`config.mk`:
```
export PLATFORM = sky130hd
export DESIGN_NAME = uncached_tilelink_client_arbiter_flat
export DESIGN_NICKNAME = d
export VERILOG_FILES = /design/src/rtl/uncached_tilelink_client_arbiter_pkg.sv /design/src/rtl/uncached_tilelink_client_arbiter_if.sv /design/src/rtl/uncached_tilelink_client_arbiter_tl_locking_rr_select.sv /design/src/rtl/uncached_tilelink_client_arbiter.sv /design/src/flat_wrapper.sv
export SDC_FILE = /design/constraint.sdc
export NUM_CORES = 1
export LEC_CHECK = 0
export ABC_CLOCK_PERIOD_IN_PS = 6900
export CAP_MARGIN = 20
export CORE_AREA = 4 4 220 222
export DETAILED_ROUTE_END_ITERATION = 10
export DIE_AREA = 0 0 224 226
export DONT_BUFFER_PORTS = 1
export GPL_TIMING_DRIVEN = 0
export MAX_ROUTING_LAYER = met4
export PLACE_DENSITY = 0.3
export SETUP_SLACK_MARGIN = 0.1
export SLEW_MARGIN = 20
export SYNTH_ARGS = -nofsm -noshare
export SYNTH_HDL_FRONTEND = slang
export SYNTH_SLANG_ARGS = --single-unit
export TNS_END_PERCENT = 50
```
`constraint.sdc`:
```
create_clock -name clk -period 6.9 [get_ports clk]
set_clock_uncertainty 0.2 [all_clocks]
set_input_delay 1.725 -clock clk [delete_from_list [all_inputs] [get_ports clk]]
set_output_delay 1.725 -clock clk [all_outputs]
set_load 0.03 [all_outputs]
```
`src/rtl/uncached_tilelink_client_arbiter_pkg.sv`:
```
// Shared widths and encodings for the two-client uncached TileLink arbiter.
package uncached_tilelink_client_arbiter_pkg;

    localparam int ADDR_BLOCK_W    = 26;
    localparam int ADDR_BEAT_W     = 3;
    localparam int DATA_W          = 64;
    localparam int G_TYPE_W        = 4;
    localparam int A_TYPE_W        = 3;
    localparam int UNION_W         = 12;
    localparam int BEATS_PER_BLOCK = 8;
    localparam int BEAT_CNT_W      = 3;

    typedef enum logic [A_TYPE_W-1:0] {
        A_GET        = 3'h0,
        A_GET_BLOCK  = 3'h1,
        A_PUT        = 3'h2,
        A_PUT_BLOCK  = 3'h3,
        A_PUT_ATOMIC = 3'h4
    } a_type_e;

    typedef enum logic {
        ST_OPEN   = 1'b0,
        ST_LOCKED = 1'b1
    } lock_state_e;

    function automatic logic is_put_block(input logic is_builtin, input logic [A_TYPE_W-1:0] a_type);
        return is_builtin && (a_type == A_PUT_BLOCK);
    endfunction

endpackage

```
`src/rtl/uncached_tilelink_client_arbiter_if.sv`:
```
// Bundle of both client ports and the merged router port; slave is the arbiter side.
interface uncached_tilelink_client_arbiter_if;
    import uncached_tilelink_client_arbiter_pkg::*;

    logic                    io_in_0_acquire_ready;
    logic                    io_in_0_acquire_valid;
    logic [ADDR_BLOCK_W-1:0] io_in_0_acquire_bits_addr_block;
    logic                    io_in_0_acquire_bits_client_xact_id;
    logic [ADDR_BEAT_W-1:0]  io_in_0_acquire_bits_addr_beat;
    logic                    io_in_0_acquire_bits_is_builtin_type;
    logic [A_TYPE_W-1:0]     io_in_0_acquire_bits_a_type;
    logic [UNION_W-1:0]      io_in_0_acquire_bits_union;
    logic [DATA_W-1:0]       io_in_0_acquire_bits_data;
    logic                    io_in_0_grant_ready;
    logic                    io_in_0_grant_valid;
    logic [ADDR_BEAT_W-1:0]  io_in_0_grant_bits_addr_beat;
    logic                    io_in_0_grant_bits_client_xact_id;
    logic                    io_in_0_grant_bits_manager_xact_id;
    logic                    io_in_0_grant_bits_is_builtin_type;
    logic [G_TYPE_W-1:0]     io_in_0_grant_bits_g_type;
    logic [DATA_W-1:0]       io_in_0_grant_bits_data;

    logic                    io_in_1_acquire_ready;
    logic                    io_in_1_acquire_valid;
    logic [ADDR_BLOCK_W-1:0] io_in_1_acquire_bits_addr_block;
    logic                    io_in_1_acquire_bits_client_xact_id;
    logic [ADDR_BEAT_W-1:0]  io_in_1_acquire_bits_addr_beat;
    logic                    io_in_1_acquire_bits_is_builtin_type;
    logic [A_TYPE_W-1:0]     io_in_1_acquire_bits_a_type;
    logic [UNION_W-1:0]      io_in_1_acquire_bits_union;
    logic [DATA_W-1:0]       io_in_1_acquire_bits_data;
    logic                    io_in_1_grant_ready;
    logic                    io_in_1_grant_valid;
    logic [ADDR_BEAT_W-1:0]  io_in_1_grant_bits_addr_beat;
    logic                    io_in_1_grant_bits_client_xact_id;
    logic                    io_in_1_grant_bits_manager_xact_id;
    logic                    io_in_1_grant_bits_is_builtin_type;
    logic [G_TYPE_W-1:0]     io_in_1_grant_bits_g_type;
    logic [DATA_W-1:0]       io_in_1_grant_bits_data;

    // Router side carries the owner index in client_xact_id[1].
    logic                    io_out_acquire_ready;
    logic                    io_out_acquire_valid;
    logic [ADDR_BLOCK_W-1:0] io_out_acquire_bits_addr_block;
    logic [1:0]              io_out_acquire_bits_client_xact_id;
    logic [ADDR_BEAT_W-1:0]  io_out_acquire_bits_addr_beat;
    logic                    io_out_acquire_bits_is_builtin_type;
    logic [A_TYPE_W-1:0]     io_out_acquire_bits_a_type;
    logic [UNION_W-1:0]      io_out_acquire_bits_union;
    logic [DATA_W-1:0]       io_out_acquire_bits_data;
    logic                    io_out_grant_ready;
    logic                    io_out_grant_valid;
    logic [ADDR_BEAT_W-1:0]  io_out_grant_bits_addr_beat;
    logic [1:0]              io_out_grant_bits_client_xact_id;
    logic                    io_out_grant_bits_manager_xact_id;
    logic                    io_out_grant_bits_is_builtin_type;
    logic [G_TYPE_W-1:0]     io_out_grant_bits_g_type;
    logic [DATA_W-1:0]       io_out_grant_bits_data;

    modport slave (
        input  io_in_0_acquire_valid, io_in_0_acquire_bits_addr_block,
               io_in_0_acquire_bits_client_xact_id, io_in_0_acquire_bits_addr_beat,
               io_in_0_acquire_bits_is_builtin_type, io_in_0_acquire_bits_a_type,
               io_in_0_acquire_bits_union, io_in_0_acquire_bits_data, io_in_0_grant_ready,
        input  io_in_1_acquire_valid, io_in_1_acquire_bits_addr_block,
               io_in_1_acquire_bits_client_xact_id, io_in_1_acquire_bits_addr_beat,
               io_in_1_acquire_bits_is_builtin_type, io_in_1_acquire_bits_a_type,
               io_in_1_acquire_bits_union, io_in_1_acquire_bits_data, io_in_1_grant_ready,
        input  io_out_acquire_ready, io_out_grant_valid, io_out_grant_bits_addr_beat,
               io_out_grant_bits_client_xact_id, io_out_grant_bits_manager_xact_id,
               io_out_grant_bits_is_builtin_type, io_out_grant_bits_g_type,
               io_out_grant_bits_data,
        output io_in_0_acquire_ready, io_in_0_grant_valid, io_in_0_grant_bits_addr_beat,
               io_in_0_grant_bits_client_xact_id, io_in_0_grant_bits_manager_xact_id,
               io_in_0_grant_bits_is_builtin_type, io_in_0_grant_bits_g_type,
               io_in_0_grant_bits_data,
        output io_in_1_acquire_ready, io_in_1_grant_valid, io_in_1_grant_bits_addr_beat,
               io_in_1_grant_bits_client_xact_id, io_in_1_grant_bits_manager_xact_id,
               io_in_1_grant_bits_is_builtin_type, io_in_1_grant_bits_g_type,
               io_in_1_grant_bits_data,
        output io_out_acquire_valid, io_out_acquire_bits_addr_block,
               io_out_acquire_bits_client_xact_id, io_out_acquire_bits_addr_beat,
               io_out_acquire_bits_is_builtin_type, io_out_acquire_bits_a_type,
               io_out_acquire_bits_union, io_out_acquire_bits_data, io_out_grant_ready
    );

    modport master (
        output io_in_0_acquire_valid, io_in_0_acquire_bits_addr_block,
               io_in_0_acquire_bits_client_xact_id, io_in_0_acquire_bits_addr_beat,
               io_in_0_acquire_bits_is_builtin_type, io_in_0_acquire_bits_a_type,
               io_in_0_acquire_bits_union, io_in_0_acquire_bits_data, io_in_0_grant_ready,
        output io_in_1_acquire_valid, io_in_1_acquire_bits_addr_block,
               io_in_1_acquire_bits_client_xact_id, io_in_1_acquire_bits_addr_beat,
               io_in_1_acquire_bits_is_builtin_type, io_in_1_acquire_bits_a_type,
               io_in_1_acquire_bits_union, io_in_1_acquire_bits_data, io_in_1_grant_ready,
        output io_out_acquire_ready, io_out_grant_valid, io_out_grant_bits_addr_beat,
               io_out_grant_bits_client_xact_id, io_out_grant_bits_manager_xact_id,
               io_out_grant_bits_is_builtin_type, io_out_grant_bits_g_type,
               io_out_grant_bits_data,
        input  io_in_0_acquire_ready, io_in_0_grant_valid, io_in_0_grant_bits_addr_beat,
               io_in_0_grant_bits_client_xact_id, io_in_0_grant_bits_manager_xact_id,
               io_in_0_grant_bits_is_builtin_type, io_in_0_grant_bits_g_type,
               io_in_0_grant_bits_data,
        input  io_in_1_acquire_ready, io_in_1_grant_valid, io_in_1_grant_bits_addr_beat,
               io_in_1_grant_bits_client_xact_id, io_in_1_grant_bits_manager_xact_id,
               io_in_1_grant_bits_is_builtin_type, io_in_1_grant_bits_g_type,
               io_in_1_grant_bits_data,
        input  io_out_acquire_valid, io_out_acquire_bits_addr_block,
               io_out_acquire_bits_client_xact_id, io_out_acquire_bits_addr_beat,
               io_out_acquire_bits_is_builtin_type, io_out_acquire_bits_a_type,
               io_out_acquire_bits_union, io_out_acquire_bits_data, io_out_grant_ready
    );

endinterface

```
`src/rtl/uncached_tilelink_client_arbiter_tl_locking_rr_select.sv`:
```
// Two-way round-robin owner select with a burst lock that pins the owner
// for all beats of a PutBlock.
module tl_locking_rr_select
    import uncached_tilelink_client_arbiter_pkg::*;
(
    input  logic       clk,
    input  logic       reset,
    input  logic [1:0] i_valid,
    input  logic       i_fire,
    input  logic       i_put_block,
    output logic       o_owner
);

    // state     | meaning
    // ST_OPEN   | no burst in flight; owner chosen round-robin after r_last
    // ST_LOCKED | PutBlock in flight; owner pinned to r_lock_owner until last beat

    localparam logic [BEAT_CNT_W-1:0] LAST_BEAT = BEAT_CNT_W'(BEATS_PER_BLOCK - 1);

    lock_state_e           r_state;
    lock_state_e           w_state_nxt;
    logic                  r_last;
    logic                  w_last_nxt;
    logic                  r_lock_owner;
    logic                  w_lock_owner_nxt;
    logic [BEAT_CNT_W-1:0] r_beat_cnt;
    logic [BEAT_CNT_W-1:0] w_beat_cnt_nxt;
    logic                  w_last_eff;
    logic                  w_locked_eff;
    logic                  w_next_rr;

    always_ff @(posedge clk) begin
        if (reset) begin
            r_state      <= ST_OPEN;
            r_last       <= 1'b1;
            r_lock_owner <= 1'b0;
            r_beat_cnt   <= '0;
        end else begin
            r_state      <= w_state_nxt;
            r_last       <= w_last_nxt;
            r_lock_owner <= w_lock_owner_nxt;
            r_beat_cnt   <= w_beat_cnt_nxt;
        end
    end

    always_comb begin
        w_state_nxt      = r_state;
        w_last_nxt       = r_last;
        w_lock_owner_nxt = r_lock_owner;
        w_beat_cnt_nxt   = r_beat_cnt;
        if (i_fire) begin
            w_last_nxt = o_owner;
            case (r_state)
                ST_OPEN: begin
                    if (i_put_block) begin
                        w_state_nxt      = ST_LOCKED;
                        w_lock_owner_nxt = o_owner;
                        w_beat_cnt_nxt   = BEAT_CNT_W'(1);
                    end
                end
                ST_LOCKED: begin
                    // Any fire from the lock owner counts as a beat, PutBlock or not.
                    if (r_beat_cnt == LAST_BEAT) begin
                        w_state_nxt    = ST_OPEN;
                        w_beat_cnt_nxt = '0;
                    end else begin
                        w_beat_cnt_nxt = r_beat_cnt + BEAT_CNT_W'(1);
                    end
                end
                default: w_state_nxt = ST_OPEN;
            endcase
        end
    end

    // While reset is held the select behaves as if already at reset values.
    always_comb begin
        w_last_eff   = reset ? 1'b1 : r_last;
        w_locked_eff = !reset && (r_state == ST_LOCKED);
        w_next_rr    = ~w_last_eff;
        if (w_locked_eff) begin
            o_owner = r_lock_owner;
        end else if (i_valid[w_next_rr] || !i_valid[w_last_eff]) begin
            o_owner = w_next_rr;
        end else begin
            o_owner = w_last_eff;
        end
    end

endmodule

```
`src/rtl/uncached_tilelink_client_arbiter.sv`:
```
// Two-client uncached TileLink arbiter: round-robin acquire merge with PutBlock
// burst lock, owner index tagged into the id MSB, grants steered back by that bit.
module uncached_tilelink_client_arbiter
    import uncached_tilelink_client_arbiter_pkg::*;
(
    input  logic                              clk,
    input  logic                              reset,
    uncached_tilelink_client_arbiter_if.slave tl,
    output logic                              io_chosen
);

    logic [1:0] w_valid;
    logic       w_owner;
    logic       w_fire;
    logic       w_put_block;
    logic       w_gnt_target;

    assign w_valid = {tl.io_in_1_acquire_valid, tl.io_in_0_acquire_valid};

    tl_locking_rr_select u_select (
        .clk         (clk),
        .reset       (reset),
        .i_valid     (w_valid),
        .i_fire      (w_fire),
        .i_put_block (w_put_block),
        .o_owner     (w_owner)
    );

    assign io_chosen = w_owner;

    assign tl.io_out_acquire_valid = w_owner ? tl.io_in_1_acquire_valid
                                             : tl.io_in_0_acquire_valid;
    assign tl.io_out_acquire_bits_addr_block = w_owner ? tl.io_in_1_acquire_bits_addr_block
                                                       : tl.io_in_0_acquire_bits_addr_block;
    assign tl.io_out_acquire_bits_client_xact_id = {w_owner,
        w_owner ? tl.io_in_1_acquire_bits_client_xact_id : tl.io_in_0_acquire_bits_client_xact_id};
    assign tl.io_out_acquire_bits_addr_beat = w_owner ? tl.io_in_1_acquire_bits_addr_beat
                                                      : tl.io_in_0_acquire_bits_addr_beat;
    assign tl.io_out_acquire_bits_is_builtin_type = w_owner ? tl.io_in_1_acquire_bits_is_builtin_type
                                                            : tl.io_in_0_acquire_bits_is_builtin_type;
    assign tl.io_out_acquire_bits_a_type = w_owner ? tl.io_in_1_acquire_bits_a_type
                                                   : tl.io_in_0_acquire_bits_a_type;
    assign tl.io_out_acquire_bits_union = w_owner ? tl.io_in_1_acquire_bits_union
                                                  : tl.io_in_0_acquire_bits_union;
    assign tl.io_out_acquire_bits_data = w_owner ? tl.io_in_1_acquire_bits_data
                                                 : tl.io_in_0_acquire_bits_data;

    assign tl.io_in_0_acquire_ready = ~w_owner & tl.io_out_acquire_ready;
    assign tl.io_in_1_acquire_ready =  w_owner & tl.io_out_acquire_ready;

    assign w_fire      = tl.io_out_acquire_valid & tl.io_out_acquire_ready;
    assign w_put_block = is_put_block(tl.io_out_acquire_bits_is_builtin_type,
                                      tl.io_out_acquire_bits_a_type);

    // Grants carry no state: each beat is steered by its own id MSB.
    assign w_gnt_target = tl.io_out_grant_bits_client_xact_id[1];

    assign tl.io_in_0_grant_valid = tl.io_out_grant_valid & ~w_gnt_target;
    assign tl.io_in_1_grant_valid = tl.io_out_grant_valid &  w_gnt_target;
    assign tl.io_out_grant_ready  = w_gnt_target ? tl.io_in_1_grant_ready : tl.io_in_0_grant_ready;

    assign tl.io_in_0_grant_bits_addr_beat       = tl.io_out_grant_bits_addr_beat;
    assign tl.io_in_0_grant_bits_client_xact_id  = tl.io_out_grant_bits_client_xact_id[0];
    assign tl.io_in_0_grant_bits_manager_xact_id = tl.io_out_grant_bits_manager_xact_id;
    assign tl.io_in_0_grant_bits_is_builtin_type = tl.io_out_grant_bits_is_builtin_type;
    assign tl.io_in_0_grant_bits_g_type          = tl.io_out_grant_bits_g_type;
    assign tl.io_in_0_grant_bits_data            = tl.io_out_grant_bits_data;

    assign tl.io_in_1_grant_bits_addr_beat       = tl.io_out_grant_bits_addr_beat;
    assign tl.io_in_1_grant_bits_client_xact_id  = tl.io_out_grant_bits_client_xact_id[0];
    assign tl.io_in_1_grant_bits_manager_xact_id = tl.io_out_grant_bits_manager_xact_id;
    assign tl.io_in_1_grant_bits_is_builtin_type = tl.io_out_grant_bits_is_builtin_type;
    assign tl.io_in_1_grant_bits_g_type          = tl.io_out_grant_bits_g_type;
    assign tl.io_in_1_grant_bits_data            = tl.io_out_grant_bits_data;

endmodule

```
`src/flat_wrapper.sv`:
```
// flat-port wrapper written by rule: the top's interface ports become plain ports
module uncached_tilelink_client_arbiter_flat import uncached_tilelink_client_arbiter_pkg::*;
  (clk, reset, io_chosen, tl_io_in_0_acquire_valid, tl_io_in_0_acquire_bits_addr_block, tl_io_in_0_acquire_bits_client_xact_id, tl_io_in_0_acquire_bits_addr_beat, tl_io_in_0_acquire_bits_is_builtin_type, tl_io_in_0_acquire_bits_a_type, tl_io_in_0_acquire_bits_union, tl_io_in_0_acquire_bits_data, tl_io_in_0_grant_ready, tl_io_in_1_acquire_valid, tl_io_in_1_acquire_bits_addr_block, tl_io_in_1_acquire_bits_client_xact_id, tl_io_in_1_acquire_bits_addr_beat, tl_io_in_1_acquire_bits_is_builtin_type, tl_io_in_1_acquire_bits_a_type, tl_io_in_1_acquire_bits_union, tl_io_in_1_acquire_bits_data, tl_io_in_1_grant_ready, tl_io_out_acquire_ready, tl_io_out_grant_valid, tl_io_out_grant_bits_addr_beat, tl_io_out_grant_bits_client_xact_id, tl_io_out_grant_bits_manager_xact_id, tl_io_out_grant_bits_is_builtin_type, tl_io_out_grant_bits_g_type, tl_io_out_grant_bits_data, tl_io_in_0_acquire_ready, tl_io_in_0_grant_valid, tl_io_in_0_grant_bits_addr_beat, tl_io_in_0_grant_bits_client_xact_id, tl_io_in_0_grant_bits_manager_xact_id, tl_io_in_0_grant_bits_is_builtin_type, tl_io_in_0_grant_bits_g_type, tl_io_in_0_grant_bits_data, tl_io_in_1_acquire_ready, tl_io_in_1_grant_valid, tl_io_in_1_grant_bits_addr_beat, tl_io_in_1_grant_bits_client_xact_id, tl_io_in_1_grant_bits_manager_xact_id, tl_io_in_1_grant_bits_is_builtin_type, tl_io_in_1_grant_bits_g_type, tl_io_in_1_grant_bits_data, tl_io_out_acquire_valid, tl_io_out_acquire_bits_addr_block, tl_io_out_acquire_bits_client_xact_id, tl_io_out_acquire_bits_addr_beat, tl_io_out_acquire_bits_is_builtin_type, tl_io_out_acquire_bits_a_type, tl_io_out_acquire_bits_union, tl_io_out_acquire_bits_data, tl_io_out_grant_ready);
  uncached_tilelink_client_arbiter_if tl_i ();
  input  logic clk;
  input  logic reset;
  output logic io_chosen;
  input wire logic [$bits(tl_i.io_in_0_acquire_valid)-1:0] tl_io_in_0_acquire_valid;
  input wire logic [$bits(tl_i.io_in_0_acquire_bits_addr_block)-1:0] tl_io_in_0_acquire_bits_addr_block;
  input wire logic [$bits(tl_i.io_in_0_acquire_bits_client_xact_id)-1:0] tl_io_in_0_acquire_bits_client_xact_id;
  input wire logic [$bits(tl_i.io_in_0_acquire_bits_addr_beat)-1:0] tl_io_in_0_acquire_bits_addr_beat;
  input wire logic [$bits(tl_i.io_in_0_acquire_bits_is_builtin_type)-1:0] tl_io_in_0_acquire_bits_is_builtin_type;
  input wire logic [$bits(tl_i.io_in_0_acquire_bits_a_type)-1:0] tl_io_in_0_acquire_bits_a_type;
  input wire logic [$bits(tl_i.io_in_0_acquire_bits_union)-1:0] tl_io_in_0_acquire_bits_union;
  input wire logic [$bits(tl_i.io_in_0_acquire_bits_data)-1:0] tl_io_in_0_acquire_bits_data;
  input wire logic [$bits(tl_i.io_in_0_grant_ready)-1:0] tl_io_in_0_grant_ready;
  input wire logic [$bits(tl_i.io_in_1_acquire_valid)-1:0] tl_io_in_1_acquire_valid;
  input wire logic [$bits(tl_i.io_in_1_acquire_bits_addr_block)-1:0] tl_io_in_1_acquire_bits_addr_block;
  input wire logic [$bits(tl_i.io_in_1_acquire_bits_client_xact_id)-1:0] tl_io_in_1_acquire_bits_client_xact_id;
  input wire logic [$bits(tl_i.io_in_1_acquire_bits_addr_beat)-1:0] tl_io_in_1_acquire_bits_addr_beat;
  input wire logic [$bits(tl_i.io_in_1_acquire_bits_is_builtin_type)-1:0] tl_io_in_1_acquire_bits_is_builtin_type;
  input wire logic [$bits(tl_i.io_in_1_acquire_bits_a_type)-1:0] tl_io_in_1_acquire_bits_a_type;
  input wire logic [$bits(tl_i.io_in_1_acquire_bits_union)-1:0] tl_io_in_1_acquire_bits_union;
  input wire logic [$bits(tl_i.io_in_1_acquire_bits_data)-1:0] tl_io_in_1_acquire_bits_data;
  input wire logic [$bits(tl_i.io_in_1_grant_ready)-1:0] tl_io_in_1_grant_ready;
  input wire logic [$bits(tl_i.io_out_acquire_ready)-1:0] tl_io_out_acquire_ready;
  input wire logic [$bits(tl_i.io_out_grant_valid)-1:0] tl_io_out_grant_valid;
  input wire logic [$bits(tl_i.io_out_grant_bits_addr_beat)-1:0] tl_io_out_grant_bits_addr_beat;
  input wire logic [$bits(tl_i.io_out_grant_bits_client_xact_id)-1:0] tl_io_out_grant_bits_client_xact_id;
  input wire logic [$bits(tl_i.io_out_grant_bits_manager_xact_id)-1:0] tl_io_out_grant_bits_manager_xact_id;
  input wire logic [$bits(tl_i.io_out_grant_bits_is_builtin_type)-1:0] tl_io_out_grant_bits_is_builtin_type;
  input wire logic [$bits(tl_i.io_out_grant_bits_g_type)-1:0] tl_io_out_grant_bits_g_type;
  input wire logic [$bits(tl_i.io_out_grant_bits_data)-1:0] tl_io_out_grant_bits_data;
  output wire logic [$bits(tl_i.io_in_0_acquire_ready)-1:0] tl_io_in_0_acquire_ready;
  output wire logic [$bits(tl_i.io_in_0_grant_valid)-1:0] tl_io_in_0_grant_valid;
  output wire logic [$bits(tl_i.io_in_0_grant_bits_addr_beat)-1:0] tl_io_in_0_grant_bits_addr_beat;
  output wire logic [$bits(tl_i.io_in_0_grant_bits_client_xact_id)-1:0] tl_io_in_0_grant_bits_client_xact_id;
  output wire logic [$bits(tl_i.io_in_0_grant_bits_manager_xact_id)-1:0] tl_io_in_0_grant_bits_manager_xact_id;
  output wire logic [$bits(tl_i.io_in_0_grant_bits_is_builtin_type)-1:0] tl_io_in_0_grant_bits_is_builtin_type;
  output wire logic [$bits(tl_i.io_in_0_grant_bits_g_type)-1:0] tl_io_in_0_grant_bits_g_type;
  output wire logic [$bits(tl_i.io_in_0_grant_bits_data)-1:0] tl_io_in_0_grant_bits_data;
  output wire logic [$bits(tl_i.io_in_1_acquire_ready)-1:0] tl_io_in_1_acquire_ready;
  output wire logic [$bits(tl_i.io_in_1_grant_valid)-1:0] tl_io_in_1_grant_valid;
  output wire logic [$bits(tl_i.io_in_1_grant_bits_addr_beat)-1:0] tl_io_in_1_grant_bits_addr_beat;
  output wire logic [$bits(tl_i.io_in_1_grant_bits_client_xact_id)-1:0] tl_io_in_1_grant_bits_client_xact_id;
  output wire logic [$bits(tl_i.io_in_1_grant_bits_manager_xact_id)-1:0] tl_io_in_1_grant_bits_manager_xact_id;
  output wire logic [$bits(tl_i.io_in_1_grant_bits_is_builtin_type)-1:0] tl_io_in_1_grant_bits_is_builtin_type;
  output wire logic [$bits(tl_i.io_in_1_grant_bits_g_type)-1:0] tl_io_in_1_grant_bits_g_type;
  output wire logic [$bits(tl_i.io_in_1_grant_bits_data)-1:0] tl_io_in_1_grant_bits_data;
  output wire logic [$bits(tl_i.io_out_acquire_valid)-1:0] tl_io_out_acquire_valid;
  output wire logic [$bits(tl_i.io_out_acquire_bits_addr_block)-1:0] tl_io_out_acquire_bits_addr_block;
  output wire logic [$bits(tl_i.io_out_acquire_bits_client_xact_id)-1:0] tl_io_out_acquire_bits_client_xact_id;
  output wire logic [$bits(tl_i.io_out_acquire_bits_addr_beat)-1:0] tl_io_out_acquire_bits_addr_beat;
  output wire logic [$bits(tl_i.io_out_acquire_bits_is_builtin_type)-1:0] tl_io_out_acquire_bits_is_builtin_type;
  output wire logic [$bits(tl_i.io_out_acquire_bits_a_type)-1:0] tl_io_out_acquire_bits_a_type;
  output wire logic [$bits(tl_i.io_out_acquire_bits_union)-1:0] tl_io_out_acquire_bits_union;
  output wire logic [$bits(tl_i.io_out_acquire_bits_data)-1:0] tl_io_out_acquire_bits_data;
  output wire logic [$bits(tl_i.io_out_grant_ready)-1:0] tl_io_out_grant_ready;
  assign tl_i.io_in_0_acquire_valid = tl_io_in_0_acquire_valid;
  assign tl_i.io_in_0_acquire_bits_addr_block = tl_io_in_0_acquire_bits_addr_block;
  assign tl_i.io_in_0_acquire_bits_client_xact_id = tl_io_in_0_acquire_bits_client_xact_id;
  assign tl_i.io_in_0_acquire_bits_addr_beat = tl_io_in_0_acquire_bits_addr_beat;
  assign tl_i.io_in_0_acquire_bits_is_builtin_type = tl_io_in_0_acquire_bits_is_builtin_type;
  assign tl_i.io_in_0_acquire_bits_a_type = tl_io_in_0_acquire_bits_a_type;
  assign tl_i.io_in_0_acquire_bits_union = tl_io_in_0_acquire_bits_union;
  assign tl_i.io_in_0_acquire_bits_data = tl_io_in_0_acquire_bits_data;
  assign tl_i.io_in_0_grant_ready = tl_io_in_0_grant_ready;
  assign tl_i.io_in_1_acquire_valid = tl_io_in_1_acquire_valid;
  assign tl_i.io_in_1_acquire_bits_addr_block = tl_io_in_1_acquire_bits_addr_block;
  assign tl_i.io_in_1_acquire_bits_client_xact_id = tl_io_in_1_acquire_bits_client_xact_id;
  assign tl_i.io_in_1_acquire_bits_addr_beat = tl_io_in_1_acquire_bits_addr_beat;
  assign tl_i.io_in_1_acquire_bits_is_builtin_type = tl_io_in_1_acquire_bits_is_builtin_type;
  assign tl_i.io_in_1_acquire_bits_a_type = tl_io_in_1_acquire_bits_a_type;
  assign tl_i.io_in_1_acquire_bits_union = tl_io_in_1_acquire_bits_union;
  assign tl_i.io_in_1_acquire_bits_data = tl_io_in_1_acquire_bits_data;
  assign tl_i.io_in_1_grant_ready = tl_io_in_1_grant_ready;
  assign tl_i.io_out_acquire_ready = tl_io_out_acquire_ready;
  assign tl_i.io_out_grant_valid = tl_io_out_grant_valid;
  assign tl_i.io_out_grant_bits_addr_beat = tl_io_out_grant_bits_addr_beat;
  assign tl_i.io_out_grant_bits_client_xact_id = tl_io_out_grant_bits_client_xact_id;
  assign tl_i.io_out_grant_bits_manager_xact_id = tl_io_out_grant_bits_manager_xact_id;
  assign tl_i.io_out_grant_bits_is_builtin_type = tl_io_out_grant_bits_is_builtin_type;
  assign tl_i.io_out_grant_bits_g_type = tl_io_out_grant_bits_g_type;
  assign tl_i.io_out_grant_bits_data = tl_io_out_grant_bits_data;
  assign tl_io_in_0_acquire_ready = tl_i.io_in_0_acquire_ready;
  assign tl_io_in_0_grant_valid = tl_i.io_in_0_grant_valid;
  assign tl_io_in_0_grant_bits_addr_beat = tl_i.io_in_0_grant_bits_addr_beat;
  assign tl_io_in_0_grant_bits_client_xact_id = tl_i.io_in_0_grant_bits_client_xact_id;
  assign tl_io_in_0_grant_bits_manager_xact_id = tl_i.io_in_0_grant_bits_manager_xact_id;
  assign tl_io_in_0_grant_bits_is_builtin_type = tl_i.io_in_0_grant_bits_is_builtin_type;
  assign tl_io_in_0_grant_bits_g_type = tl_i.io_in_0_grant_bits_g_type;
  assign tl_io_in_0_grant_bits_data = tl_i.io_in_0_grant_bits_data;
  assign tl_io_in_1_acquire_ready = tl_i.io_in_1_acquire_ready;
  assign tl_io_in_1_grant_valid = tl_i.io_in_1_grant_valid;
  assign tl_io_in_1_grant_bits_addr_beat = tl_i.io_in_1_grant_bits_addr_beat;
  assign tl_io_in_1_grant_bits_client_xact_id = tl_i.io_in_1_grant_bits_client_xact_id;
  assign tl_io_in_1_grant_bits_manager_xact_id = tl_i.io_in_1_grant_bits_manager_xact_id;
  assign tl_io_in_1_grant_bits_is_builtin_type = tl_i.io_in_1_grant_bits_is_builtin_type;
  assign tl_io_in_1_grant_bits_g_type = tl_i.io_in_1_grant_bits_g_type;
  assign tl_io_in_1_grant_bits_data = tl_i.io_in_1_grant_bits_data;
  assign tl_io_out_acquire_valid = tl_i.io_out_acquire_valid;
  assign tl_io_out_acquire_bits_addr_block = tl_i.io_out_acquire_bits_addr_block;
  assign tl_io_out_acquire_bits_client_xact_id = tl_i.io_out_acquire_bits_client_xact_id;
  assign tl_io_out_acquire_bits_addr_beat = tl_i.io_out_acquire_bits_addr_beat;
  assign tl_io_out_acquire_bits_is_builtin_type = tl_i.io_out_acquire_bits_is_builtin_type;
  assign tl_io_out_acquire_bits_a_type = tl_i.io_out_acquire_bits_a_type;
  assign tl_io_out_acquire_bits_union = tl_i.io_out_acquire_bits_union;
  assign tl_io_out_acquire_bits_data = tl_i.io_out_acquire_bits_data;
  assign tl_io_out_grant_ready = tl_i.io_out_grant_ready;
  uncached_tilelink_client_arbiter u_core (.clk(clk), .reset(reset), .tl(tl_i), .io_chosen(io_chosen));
endmodule
```
Yosys cells after proc, flatten, opt, wreduce, memory -nomap -nowiden

Cells that the tools add are included.

$add $sub $neg: 1
Order comparisons: 2
Eq/ne operators: 3
Multiplexer cells: 22
Bitwise operators: 9
Reduce and logical (&&, ||, !) cells: 7

Operators with widths:

| operator                                                   | count |
|---|---|
| two-way mux 64 bit                                         | 1 |
| two-way mux 26 bit                                         | 1 |
| two-way mux 1 bit                                          | 13 |
| two-way mux 12 bit                                         | 1 |
| two-way mux 3 bit                                          | 4 |
| one-hot mux 3 bit (2 select lines)                         | 1 |
| AND 1 bit                                                  | 5 |
| less-than comparator 1 x 2 -> 1 bit, second input constant | 2 |
| NOT 1 bit                                                  | 4 |
| adder 3 x 1 -> 3 bit, second input constant                | 1 |
| == test 3 x 2 -> 1 bit, second input constant              | 1 |
| == test 3 bit, second input constant                       | 1 |
| AND reduction 3 bit                                        | 1 |
| logical AND 1 bit                                          | 2 |
| logical NOT 1 bit                                          | 2 |
| inequality test 2 bit, second input constant               | 1 |
| one-hot mux 1 bit (2 select lines)                         | 1 |
| AND reduction 2 bit                                        | 1 |
| logical OR 1 bit                                           | 1 |

Register bits: 6
Input port bits: 303
Output and inout bits: 266
Word-level logic and storage cells: 48

Logic depth before layout (Yosys ltp)

Word-level depth: 12
Gate-level depth with buffers: 9
Depth with buffers taken out: 6

Modules after synthesis

Synthesis repeated with hierarchy kept, for this count alone.

Cells, all modules: 319
Area, all modules: 2937.8 sq um

By module, submodules not included:

| module                           | instances | cells an instance | area an instance (sq um) | sequential area each (sq um) |
|---|---|---|---|---|
| uncached_tilelink_client_arbiter | 1         | 280               | 2598.7                   | 0.0 |
| tl_locking_rr_select             | 1         | 39                | 339.1                    | 120.1 |

Least setup slack after synthesis

No wires, ideal clock.

Path type: input-to-output
Start point: input port reset
End point: output port tl_io_in_0_acquire_ready
Data arrival time: 2970 ps
Data required time: 4975 ps
Setup slack: 2005 ps
Stages: 7
Buffers on the path: 2
Path through: buf_2 nor2b_4 a22oi_2 nand2_1 inv_2 buf_2 nor2_1

Cells in the longest elaborated chain, start to end: 9
Elaborated cells on any way between the ends: 14
Classes of those cells: mux (7); bitwise (3); reduce/logical (4)

RTL lines:

| what                                                 | RTL line                                                    | source |
|---|---|---|
| start, declared                                      | flat_wrapper.sv:6                                           | `input logic reset;` |
| two-way mux 1 bit                                    | uncached_tilelink_client_arbiter_tl_locking_rr_select.sv:77 | `w_last_eff = reset ? 1'b1 : r_last;` |
| two-way mux 1 bit (implied by the code) (2 in a row) | uncached_tilelink_client_arbiter_tl_locking_rr_select.sv:82 | `end else if (i_valid[w_next_rr] \|\| !i_valid[w_last_eff]) begin` |
| logical NOT 1 bit                                    | uncached_tilelink_client_arbiter_tl_locking_rr_select.sv:82 |  |
| logical OR 1 bit                                     | uncached_tilelink_client_arbiter_tl_locking_rr_select.sv:82 |  |
| two-way mux 1 bit                                    | uncached_tilelink_client_arbiter_tl_locking_rr_select.sv:82 |  |
| two-way mux 1 bit (*)                                | uncached_tilelink_client_arbiter_tl_locking_rr_select.sv:80 | `if (w_locked_eff) begin` |
| via io_chosen                                        | flat_wrapper.sv:7                                           | `output logic io_chosen;` |
| NOT 1 bit (*)                                        | uncached_tilelink_client_arbiter.sv:48                      | `assign tl.io_in_0_acquire_ready = ~w_owner & tl.io_out_acquire_ready;` |
| AND 1 bit (*)                                        | uncached_tilelink_client_arbiter.sv:48                      |  |
| end, declared                                        | flat_wrapper.sv:34                                          | `output wire logic [$bits(tl_i.io_in_0_acquire_ready)-1:0] tl_io_in_0_acquire_ready;` |

Mark *: on every way through the listed nets, which the timed path passes. The rest lies on a longest branch. The select of a mux whose other input is x is not followed.

Worst setup path after layout

Start point: input port reset
End point: output port tl_io_out_acquire_bits_addr_block[2]

Cells in the longest elaborated chain, start to end: 8
Elaborated cells on any way between the ends: 13
Classes of those cells: mux (8); bitwise (1); reduce/logical (4)

RTL lines:

| what                                                 | RTL line                                                    | source |
|---|---|---|
| two-way mux 1 bit                                    | uncached_tilelink_client_arbiter_tl_locking_rr_select.sv:77 |  |
| two-way mux 1 bit (implied by the code) (2 in a row) | uncached_tilelink_client_arbiter_tl_locking_rr_select.sv:82 |  |
| logical NOT 1 bit                                    | uncached_tilelink_client_arbiter_tl_locking_rr_select.sv:82 |  |
| logical OR 1 bit                                     | uncached_tilelink_client_arbiter_tl_locking_rr_select.sv:82 |  |
| two-way mux 1 bit                                    | uncached_tilelink_client_arbiter_tl_locking_rr_select.sv:82 |  |
| two-way mux 1 bit (*)                                | uncached_tilelink_client_arbiter_tl_locking_rr_select.sv:80 |  |
| two-way mux 26 bit (*)                               | uncached_tilelink_client_arbiter.sv:33                      | `assign tl.io_out_acquire_bits_addr_block = w_owner ? tl.io_in_1_acquire_bits_addr_block` |
| end, declared                                        | flat_wrapper.sv:51                                          | `output wire logic [$bits(tl_i.io_out_acquire_bits_addr_block)-1:0] tl_io_out_acquire_bits_addr_block;` |

Every way passes the cells marked *; elsewhere a longest branch is shown, timed or not. The select of a mux whose other input is x is not followed.

==> flow_summary.json <==
{
  "outcome": "completed",
  "grt-ovfl-total": 0,
  "path_cells": "buf_2 -> nor2b_4 -> a22oi_2 -> nand2_1 -> buf_2 -> buf_2 -> nand2_1 -> nand2_1",
  "min_period_ns": 5.64,
  "syn-num-nets": 864,
  "cp.required_ns": 4.97,
  "crit_fanout": 10,
  "dieArea_um2": 50600,
  "power.density_nw_per_um2": 173,
  "ir_worst_vdd_mv": 0.0808,
  "cts.reportedPaths.clkPinSlew_ns": 0.03,
  "drtIter0Drc": 109,
  "drtAntennaViolNets": 0,
  "timing.final.ws_setup_ns": 1.26,
  "cp-start-kind": "primary input",
  "grt_max_degree": 12,
  "relSlewSlack": 0.553,
  "io_buffers": 0,
  "min_to": "u_core.u_select.r_beat_cnt[1]",
  "synth_area_leaders": "nand2_1 (43%), buf_4 (40%), dfxtp_1 (4.1%)",
  "viasPerCell": 2.88,
  "rsz0062_at_grt": "false",
  "fin_nets": 869,
  "grt_pass1_wl_um": 22300,
  "min_delay_path_depth": 2,
  "max_freq_mhz": 177,
  "yosys_warnings": 0,
  "hold_viol_final": 0,
  "grt_pass1_vias": 3285,
  "slew_violations": 0,
  "final_layout_size_suffix_gt1_frac": 0.317,
  "rr_startpoint": "u_core.u_select.r_state",
  "r2r_end": "u_core.u_select.r_lock_owner",
  "criticalPathCategory": "primary input to output port",
  "worstPathArrival_ns": 3.71,
  "place.gp.congestion": 0.777,
  "antennaDiodeCount": 0,
  "clkSinkCount": 6,
  "vias": 3363,
  "areaGrowthSynthToFinish_pct": 28.4,
  "setup_viol": 0,
  "routed_wl_um": 18400,
  "max_stage_delay_ns": 0.45,
  "ctsRootBufferMaster": "clkbuf_16",
  "antenna_found_initial": 1,
  "dp_hpwl_um": 16600,
  "die_w_um": 224,
  "cap_violations": 0,
  "wl_per_cell_um": 15.7,
  "yosysSeqAreaShare": 0.0407,
  "cp_slowest_cell": "buf_2",
  "core-area_um2": 46400,
  "tightest_slew_ns": 0.673,
  "first_pass_iters": 4,
  "rows": 79,
  "fin_crit_sh": 0.817,
  "route.detailed.drc": 0,
  "end_kind": "output port",
  "cts_setup_buffers": 0,
  "synthesis.area_um2": 2950,
  "start_util": 0.0636,
  "r2r_slack_ns": 4.98,
  "yosys.area.top_type": "nand2_1",
  "r2r_cells": 5,
  "clockBufferDepth": 2,
  "ctsHtreeMaxLevel": 1,
  "fin_tns_setup_ns": 0,
  "grt_use_total": 0.0627,
  "cts_made_buffers": 3,
  "synth_cells": 559,
  "min_from": "u_core.u_select.r_beat_cnt[1]",
  "cts_tree": "done",
  "insertion_delay_ns": 0.23,
  "leakage_uw": 0.00198,
  "dp_slack_ns": 1.00,
  "cts_resized": 0,
  "synth.distinct_cells": 31,
  "hp-class": "flop to flop",
  "synth.ff_latch_count": 6,
  "avgSynthCellArea_um2": 5.27,
  "boundaryPins": 569,
  "cts_hold_buffers": 0,
  "synth_top_area_frac": 0.425,
  "finish.utilization": 0.0816,
  "die_h_um": 226
}
-- worst max-delay path by stage --
| stage | endpoint | cells past startpoint | from | slack [ns] |
|---|---|---|---|---|
| after floorplan | tl_io_in_0_acquire_ready | 7 | reset | 2.00 |
| after global placement | tl_io_out_acquire_bits_data[9] | 8 | reset | 1.01 |
| after detailed placement | tl_io_out_acquire_bits_data[13] | 8 | reset | 1.00 |
| after CTS | tl_io_out_acquire_bits_data[13] | 8 | reset | 0.99 |
| after global routing | tl_io_out_acquire_bits_addr_block[2] | 8 | reset | 0.98 |
| final | tl_io_out_acquire_bits_addr_block[2] | 8 | reset | 1.26 |
-- per-layer routing --
layer / up-vias / GRT usage / wire (um)
met2: 314 / 0.118 / 9770
li1: 1549 / - / -
met1: 1474 / 0.0692 / 6510
met4: 0 / 0.0225 / 672
met3: 26 / 0.00520 / 1440
met5: - / - / 0
-- stage by stage --
| step | area, um2 | power [uW] | std cells | hold WS, ns |
|---|---|---|---|---|
| CTS | 3780 | 668 | 1169 | 0.298 |
| global route | 3780 | 690 | 1169 | 0.340 |
| floorplan | 2950 | 487 | 559 | 0.264 |
| finish | 3780 | 654 | 1169 | 0.293 |
| detailed placement | 3710 | 573 | 1166 | 0.293 |
| global placement | 3710 | 577 | 1166 | 0.284 |
-- cells in the final DEF, fill, tap and decap left out, types with 2 or more instances in the layout --
cell / count
nand2_1: 334
buf_4: 156
buf_2: 13
inv_1: 6
dfxtp_1: 6
a21oi_1: 5
clkbuf_1: 4
nor2_1: 4
o211ai_1: 3
clkbuf_16: 3
nor2b_1: 2
nor3_1: 2
a31oi_1: 2
o41ai_1: 2
ha_1: 2
-- cell families (layout without fill, tap and decap cells) --
group | count (synthesis) | in the layout | synth area share
AOI/OAI and AO/OA | 18 | 18 | 0.0475
muxes | 3 | 3 | 0.0110
DFF | 6 | 6 | 0.0407
adders and majority gates | 2 | 2 | 0.00849
buffers and inverters | 181 | 184 | 0.435
and+or+nand+nor | 349 | 349 | 0.458
-- critical path: cells and delay by family --
family	cells	cell delay, ns
simple gates	4	0.85
buf+inv	3	1.02
compound gates	1	0.10
-- cells in the mapped netlist (all sizes together) --
master,instances
nand2b,1
nor3,2
nor2,4
a31oi,2
nor2b,3
nand2,334
o41ai,2
or2,1
buf,169
o211ai,3
inv,7
ha,2
o311a,1
mux2,2
o21a,1
a22oi,1
o21ai,1
and3,1
and4b,1
nand4b,1
dfxtp,6
mux2i,1
a21oi,5
a211oi,2
clkbuf,5
and2,1
-- registers in the layout, summed over array words and instances, names as in the netlist --
name and flops:
u_core.u_select.r_lock_owner 1, u_core.u_select.r_beat_cnt 3, u_core.u_select.r_last 1, u_core.u_select.r_state 1
-- cell type report --
cell class | count | area (um2)
plain buffers | 174 | 1260
clock buffers | 3 | 75.1
fillers | 5511 | 42600
well taps | 607 | 759
inverters | 7 | 26.3
flip-flops and latches | 6 | 120
multi-input cells | 372 | 1550
-- report_power, final --
group	internal, uW	switching (uW)	total (uW)
sequential	35.9	1.12	37.0
combinational	108	415	523
clock	74.4	19.5	93.9
total	218	435	654
(Power assumes the default switching activity.)
